### config.mk
export PLATFORM = sky130hd
export DESIGN_NAME = lcd_win_ctrl
export DESIGN_NICKNAME = d
export VERILOG_FILES = /design/src/rtl/lcd_ctrl_pkg.sv /design/src/rtl/lcd_pix_mem.sv /design/src/rtl/lcd_win_ctrl.sv
export SDC_FILE = /design/constraint.sdc
export NUM_CORES = 1
export LEC_CHECK = 0
export CORE_ASPECT_RATIO = 0.9
export CORE_MARGIN = 2
export CORE_UTILIZATION = 60
export DETAILED_ROUTE_END_ITERATION = 8
export PLACE_DENSITY = 0.84
export SYNTH_ARGS = -nofsm -noshare
export SYNTH_HDL_FRONTEND = slang
export SYNTH_SLANG_ARGS = --single-unit
### constraint.sdc
create_clock -name clk -period 5.55 [get_ports clk]
set_clock_uncertainty 0.15 [all_clocks]
set_input_delay 1.11 -clock clk [delete_from_list [all_inputs] [get_ports clk]]
set_output_delay 1.11 -clock clk [all_outputs]
set_load 0.01 [all_outputs]
### src/rtl/lcd_ctrl_pkg.sv
`default_nettype none
// ============================================================================
//  Module      : lcd_ctrl_pkg
//  Description : Command codes, FSM state encoding and the window address
//                helper shared by the LCD window controller files.
//  Revision    : 1.0 - initial release
// ============================================================================
package lcd_ctrl_pkg;

  localparam logic [3:0] CMD_REFRESH  = 4'd0;
  localparam logic [3:0] CMD_LOAD     = 4'd1;
  localparam logic [3:0] CMD_ZOOM_IN  = 4'd2;
  localparam logic [3:0] CMD_ZOOM_OUT = 4'd3;
  localparam logic [3:0] CMD_RIGHT    = 4'd4;
  localparam logic [3:0] CMD_LEFT     = 4'd5;
  localparam logic [3:0] CMD_UP       = 4'd6;
  localparam logic [3:0] CMD_DOWN     = 4'd7;
  localparam logic [3:0] CMD_MIRROR_X = 4'd8;
  localparam logic [3:0] CMD_MIRROR_Y = 4'd9;

  typedef enum logic [1:0] {
    ST_IDLE = 2'd0,
    ST_LOAD = 2'd1,
    ST_EXEC = 2'd2,
    ST_OUT  = 2'd3
  } state_t;

  // Pixel-memory address {row, col} of window position (r, c).
  // Mirrors are applied to the window coordinates before any scaling/offset.
  function automatic int win_addr(
    input int   img_log2,
    input int   win_log2,
    input int   ox,
    input int   oy,
    input int   r,
    input int   c,
    input logic zoom_in,
    input logic mirror_x,
    input logic mirror_y
  );
    int win;
    int rr;
    int cc;
    int row;
    int col;
    win = 1 << win_log2;
    rr  = mirror_y ? (win - 1 - r) : r;
    cc  = mirror_x ? (win - 1 - c) : c;
    if (zoom_in) begin
      row = oy + rr;
      col = ox + cc;
    end else begin
      row = rr << (img_log2 - win_log2);
      col = cc << (img_log2 - win_log2);
    end
    return (row << img_log2) | col;
  endfunction

endpackage
`default_nettype wire

### src/rtl/lcd_pix_mem.sv
`default_nettype none
// ============================================================================
//  Module      : lcd_pix_mem
//  Description : Image register file, one synchronous write port and one
//                combinational read port. Contents are not reset.
//  Revision    : 1.0 - initial release
// ============================================================================
module lcd_pix_mem #(
  parameter int DW = 8,
  parameter int AW = 6
) (
  input  logic          clk,
  input  logic          i_we,
  input  logic [AW-1:0] i_waddr,
  input  logic [DW-1:0] i_wdata,
  input  logic [AW-1:0] i_raddr,
  output logic [DW-1:0] o_rdata
);

  logic [DW-1:0] r_mem [0:(1<<AW)-1];

  // Write one pixel per enabled cycle
  always_ff @(posedge clk) begin
    if (i_we) r_mem[i_waddr] <= i_wdata;
  end

  assign o_rdata = r_mem[i_raddr];

endmodule
`default_nettype wire

### src/rtl/lcd_win_ctrl.sv
`default_nettype none
// ============================================================================
//  Module      : lcd_win_ctrl
//  Description : LCD image-window controller. Loads an IMG x IMG raster and
//                streams a WIN x WIN view (zoom-out subsampled or zoom-in
//                1:1 with movable origin), with optional mirroring.
//  Revision    : 1.0 - initial release
// ============================================================================
module lcd_win_ctrl
  import lcd_ctrl_pkg::*;
#(
  parameter int DW       = 8,
  parameter int IMG_LOG2 = 3,
  parameter int WIN_LOG2 = 2
) (
  input  logic          clk,
  input  logic          reset_n,
  input  logic [DW-1:0] datain,
  input  logic [3:0]    cmd,
  input  logic          cmd_valid,
  output logic [DW-1:0] dataout,
  output logic          output_valid,
  output logic          busy
);

  localparam int c_IMG = 1 << IMG_LOG2;
  localparam int c_WIN = 1 << WIN_LOG2;
  localparam int c_AW  = 2 * IMG_LOG2;
  localparam int c_OW  = 2 * WIN_LOG2;
  localparam logic [IMG_LOG2-1:0] c_MAX_ORG = IMG_LOG2'(c_IMG - c_WIN);
  localparam logic [IMG_LOG2-1:0] c_CENTER  = IMG_LOG2'((c_IMG - c_WIN) / 2);
  localparam logic [c_AW-1:0]     c_LOAD_LAST = c_AW'(c_IMG * c_IMG - 1);
  localparam logic [c_AW-1:0]     c_OUT_LAST  = c_AW'(c_WIN * c_WIN - 1);

  state_t               r_state;
  state_t               w_next;
  logic [c_AW-1:0]      r_cnt;
  logic [3:0]           r_cmd;
  logic                 r_zoom_in;
  logic [IMG_LOG2-1:0]  r_ox;
  logic [IMG_LOG2-1:0]  r_oy;
  logic                 r_mx;
  logic                 r_my;
  logic [DW-1:0]        r_dout;
  logic                 r_valid;
  logic                 r_busy;

  logic                 w_accept;
  logic                 w_load_last;
  logic                 w_out_last;
  logic [c_OW-1:0]      w_k;
  logic [WIN_LOG2-1:0]  w_r;
  logic [WIN_LOG2-1:0]  w_c;
  logic [c_AW-1:0]      w_raddr;
  logic [DW-1:0]        w_rdata;

  assign w_accept    = (r_state == ST_IDLE) && cmd_valid && !r_busy;
  assign w_load_last = (r_state == ST_LOAD) && (r_cnt == c_LOAD_LAST);
  assign w_out_last  = (r_state == ST_OUT)  && (r_cnt == c_OUT_LAST);

  // Window position of the pixel being streamed: k -> (row, col)
  assign w_k     = r_cnt[c_OW-1:0];
  assign w_r     = w_k[c_OW-1:WIN_LOG2];
  assign w_c     = w_k[WIN_LOG2-1:0];
  assign w_raddr = c_AW'(win_addr(IMG_LOG2, WIN_LOG2, int'(r_ox), int'(r_oy),
                                  int'(w_r), int'(w_c), r_zoom_in, r_mx, r_my));

  lcd_pix_mem #(
    .DW (DW),
    .AW (c_AW)
  ) u_mem (
    .clk     (clk),
    .i_we    (r_state == ST_LOAD),
    .i_waddr (r_cnt),
    .i_wdata (datain),
    .i_raddr (w_raddr),
    .o_rdata (w_rdata)
  );

  // State register
  always_ff @(posedge clk or negedge reset_n) begin
    if (!reset_n) r_state <= ST_IDLE;
    else          r_state <= w_next;
  end

  // Next-state decode
  always_comb begin
    w_next = r_state;
    case (r_state)
      ST_IDLE: if (w_accept) w_next = (cmd == CMD_LOAD) ? ST_LOAD : ST_EXEC;
      ST_LOAD: if (w_load_last) w_next = ST_OUT;
      ST_EXEC: w_next = ST_OUT;
      ST_OUT:  if (w_out_last) w_next = ST_IDLE;
      default: w_next = ST_IDLE;
    endcase
  end

  // Shared load-sample / output-pixel counter, restarts at each phase end
  always_ff @(posedge clk or negedge reset_n) begin
    if (!reset_n) begin
      r_cnt <= '0;
    end else if (r_state == ST_LOAD || r_state == ST_OUT) begin
      r_cnt <= (w_load_last || w_out_last) ? '0 : r_cnt + c_AW'(1);
    end
  end

  // View configuration: LOAD resets it on acceptance, other commands apply in EXEC
  always_ff @(posedge clk or negedge reset_n) begin
    if (!reset_n) begin
      r_cmd     <= CMD_REFRESH;
      r_zoom_in <= 1'b0;
      r_ox      <= '0;
      r_oy      <= '0;
      r_mx      <= 1'b0;
      r_my      <= 1'b0;
    end else if (w_accept) begin
      r_cmd <= cmd;
      if (cmd == CMD_LOAD) begin
        r_zoom_in <= 1'b0;
        r_ox      <= '0;
        r_oy      <= '0;
        r_mx      <= 1'b0;
        r_my      <= 1'b0;
      end
    end else if (r_state == ST_EXEC) begin
      case (r_cmd)
        CMD_ZOOM_IN: begin
          r_zoom_in <= 1'b1;
          r_ox      <= c_CENTER;
          r_oy      <= c_CENTER;
        end
        CMD_ZOOM_OUT: begin
          r_zoom_in <= 1'b0;
          r_ox      <= '0;
          r_oy      <= '0;
        end
        CMD_RIGHT: if (r_zoom_in && r_ox != c_MAX_ORG) r_ox <= r_ox + IMG_LOG2'(1);
        CMD_LEFT:  if (r_zoom_in && r_ox != '0)        r_ox <= r_ox - IMG_LOG2'(1);
        CMD_UP:    if (r_zoom_in && r_oy != '0)        r_oy <= r_oy - IMG_LOG2'(1);
        CMD_DOWN:  if (r_zoom_in && r_oy != c_MAX_ORG) r_oy <= r_oy + IMG_LOG2'(1);
        CMD_MIRROR_X: r_mx <= ~r_mx;
        CMD_MIRROR_Y: r_my <= ~r_my;
        default: ;
      endcase
    end
  end

  // Registered output pixel, qualifier and busy flag
  always_ff @(posedge clk or negedge reset_n) begin
    if (!reset_n) begin
      r_dout  <= '0;
      r_valid <= 1'b0;
      r_busy  <= 1'b0;
    end else begin
      r_valid <= (r_state == ST_OUT);
      if (r_state == ST_OUT) r_dout <= w_rdata;
      if (w_accept)        r_busy <= 1'b1;
      else if (w_out_last) r_busy <= 1'b0;
    end
  end

  assign dataout      = r_dout;
  assign output_valid = r_valid;
  assign busy         = r_busy;

endmodule
`default_nettype wire
==> impl_metrics.toml <==
[status]
status = "complete, no violations"

[cells_and_area]
multi_input_area_um2 = 6830
final_layout_size_suffix_gt1_share_pct = 15.0
fin_cells = 2093
nFillCells = 2488
areaGrowthSynthToFinish_pct = 9.53
utilization_pct = 67.0
final_common_cell = "edfxtp_1"
final_cell_mix = "512 x edfxtp_1, 135 x nand2_1, 112 x nor2_1"
ff_latch_area_um2 = 16200
antennaDiodeCount = 0
layout.nets = 1556

[cts]
cts_resized = 0
post-cts-setup-buffer-count = 0
clk_pin_slew_worst_paths_ps = 60
root_buffer = "clkbuf_16"
cts_tree = "yes"
htreeDepth = 2
hold_buffers = 0
cts_buffer_depth = 3
cts-buffers-inserted = 51
clk_latency_ps = 580
tritoncts_num_sinks = 543

[pwr]
power.density_nw_per_um2 = 311
clockPowerShare_pct = 43.0
p_seq_share_pct = 56.0
peakVddDrop_v = 0.000230
comb_power_share_pct = 1.0
switchingPower_uw = 1530
leakage_uw = 0.00864
switching_share_pct = 19.2
internal_power_uw = 6470

[synth]
synth_fa_ha_area_share_pct = 0.820
yosysWarnings = 0
ys.flop_type = "edfxtp_1"
synth_seq_area_share_pct = 68.7
synth.area.mux_share_pct = 12.2
synth_area_leader_cell = "edfxtp_1"
async_flop_share_pct = 5.71
avgSynthCellArea_um2 = 15.4
synth_area_um2 = 23500
synth-xor-area-share_pct = 0.655
syn-num-nets = 1557
synthTopCellsByArea = "edfxtp_1 65%, mux4_2 7.4%, dfrtp_1 3.3%, mux2i_1 2.9%, nand2_1 2.2%"
synth_top_family_by_area = "multiplexers"
synth_cells = 1529
synth.distinct_cells = 67
synth_compound_area_share_pct = 8.41
synth_enable_flop_cells = 512
synth-simple-area-share_pct = 6.76
netlist.area_leader.share_pct = 65.4
synth_seq_cells = 543

[global_routing]
grt_pass1_vias = 14300
track_usage_pct = 30.2
grt_first_pass_wirelength_um = 89900
antenna_found_initial = 0
overflow = 0
grt_start_max_net_pins = 83

[route]
drtAntennaViolNets = 0
dr.pass1.iters = 6
first_iter_violations = 2365
avgRoutedWirePerCell_um = 28.5
routed_wl_um = 59600
via_per_inst = 6.88
drc = 0
vias = 14400

[sta]
rsz0062_at_grt = "no"
clock.fmax_mhz = 219
finalHoldViolations = 0
finalSetupViolCount = 0
worst_slew_pin_slew_ps = 1330
fin_tns_setup_ps = 0
finalHoldWorstSlack_ps = 375
relSlewSlack_pct = 9.36
fin_crit_sh_pct = 82.1
slew_violations = 0
fin_crit_ps = 4560

[die]
coreArea_um2 = 38500
die_y_um = 192
dieWidth_um = 213
row_count = 68
die_area_um2 = 40800
io_pins = 25
initial_utilization_pct = 61.1

[run]
drv_cap = 0

[critical_path]
worstPathMaxFanout = 58
worst-setup-path-type = "reg -> reg"
cp.arrival_ps = 4790
cp-end-kind = "flop"
worstPathRequired_ps = 5790
crit_path_start_kind = "flop"

[place]
gp_congestion = 0.900
dp_hpwl_um = 35800
dp_cells = 2000
port_buffers = 24

[min_path]
hold_path_class = "reg -> reg"
cell usage after synthesis (4+ instances only):
| cell | count |
|---|---|
| nor3b_1 | 5 |
| nor3_1 | 12 |
| o21ai_1 | 18 |
| nor2b_1 | 20 |
| edfxtp_1 | 512 |
| o221ai_1 | 10 |
| mux2i_1 | 67 |
| dfrtp_1 | 31 |
| a41oi_1 | 5 |
| inv_1 | 16 |
| mux4_2 | 77 |
| xor2_1 | 5 |
| nand2b_1 | 4 |
| a21o_1 | 5 |
| a31oi_1 | 15 |
| buf_4 | 12 |
| a211oi_1 | 29 |
| nand3b_1 | 17 |
| or3_1 | 4 |
| a211o_1 | 5 |
| mux2_2 | 38 |
| nand3_1 | 24 |
| buf_6 | 4 |
| buf_1 | 6 |
| xnor2_1 | 7 |
| o211ai_1 | 48 |
| a21oi_1 | 60 |
| o21ai_0 | 51 |
| fa_1 | 4 |
| nand4_1 | 6 |
| a221oi_1 | 14 |
| nor2_1 | 112 |
| clkbuf_1 | 46 |
| ha_1 | 9 |
| nand2_1 | 135 |
| o22ai_1 | 11 |
| buf_2 | 36 |
cell type report:
| type | count | area share [%] |
|---|---|---|
| sequential | 543 | 62.7 |
| multi-input combinational | 864 | 26.5 |
| clock buffer | 72 | 5.58 |
| tap | 525 | 2.55 |
| timing repair buffer | 50 | 1.61 |
| clock inverter | 21 | 0.748 |
| inverter | 18 | 0.262 |
worst paths after layout:
kind                                      start  cells past startpoint                      to  slack [ps]
min                            busy$_DFFE_PN0P_                      2        busy$_DFFE_PN0P_         370
max reg2reg                r_cnt[0]$_DFFE_PN0P_                     13  dataout[2]$_DFFE_PN0P_         990
min in group asynchronous               reset_n                      1  output_valid$_DFF_PN0_         470
min reg2reg                    busy$_DFFE_PN0P_                      2        busy$_DFFE_PN0P_         370
max                        r_cnt[0]$_DFFE_PN0P_                     13  dataout[2]$_DFFE_PN0P_         990
max in group asynchronous               reset_n                      1   r_zoom_in$_DFFE_PN0P_        4160
power by group through the flow:
stage	clock network [uW]	registers [uW]	logic, uW
3_3_place_gp	0	4570	72.1
5_1_grt	3600	4480	83.0
4_1_cts	3440	4480	76.9
6_report	3440	4480	77.7
3_5_place_dp	0	4570	77.0
2_1_floorplan	0	4570	1.46
stage by stage:
| stage | setup slack (ps) | total power, uW | instance area (um^2) |
|---|---|---|---|
| CTS | 1050 | 8000 | 25700 |
| finish | 991 | 8000 | 25700 |
| global route | 866 | 8160 | 25700 |
| global placement | 1200 | 4640 | 24100 |
| floorplan | 1840 | 4570 | 23500 |
| detailed placement | 1110 | 4650 | 24100 |
routing by layer:
metal / track usage (%) / routed length [um] / vias to the layer above
met1: 41.9 / 21500 / 7061
met4: 14.0 / 3090 / 0
met5: 0 / 0 / -
met2: 46.0 / 27200 / 1140
met3: 7.01 / 7840 / 213
li1: - / - / 5988
state kept, by name (all words and copies together), names as in the netlist:
register,count
u_mem.r_mem,512
dataout,8
r_cnt,6
r_cmd,4
r_ox,3
r_oy,3
r_state,2
busy,1
output_valid,1
r_mx,1
r_my,1
r_zoom_in,1
cell families after synthesis:
| logic type | count (synthesis) |
|---|---|
| AO/OA/AOI/OAI | 298 |
| XOR/XNOR | 15 |
| adder cells (fa/ha/maj) | 13 |
| buffers and inverters | 122 |
| flip-flops | 543 |
| multiplexers | 185 |
| AND/OR/NAND/NOR | 353 |
worst max-delay path: stages, from the launching register on:
cell and delay, ps:
dfrtp_1 520, xnor2_2 200, inv_2 90, ha_4 130, inv_1 50, fa_4 1010
buf_4 680, mux4_2 420, nand2_1 90, o21ai_0 110, a221oi_1 350, a31oi_1 120
a221oi_1 340, a311oi_1 90
No activity file was read; power rests on OpenSTA's default activity.
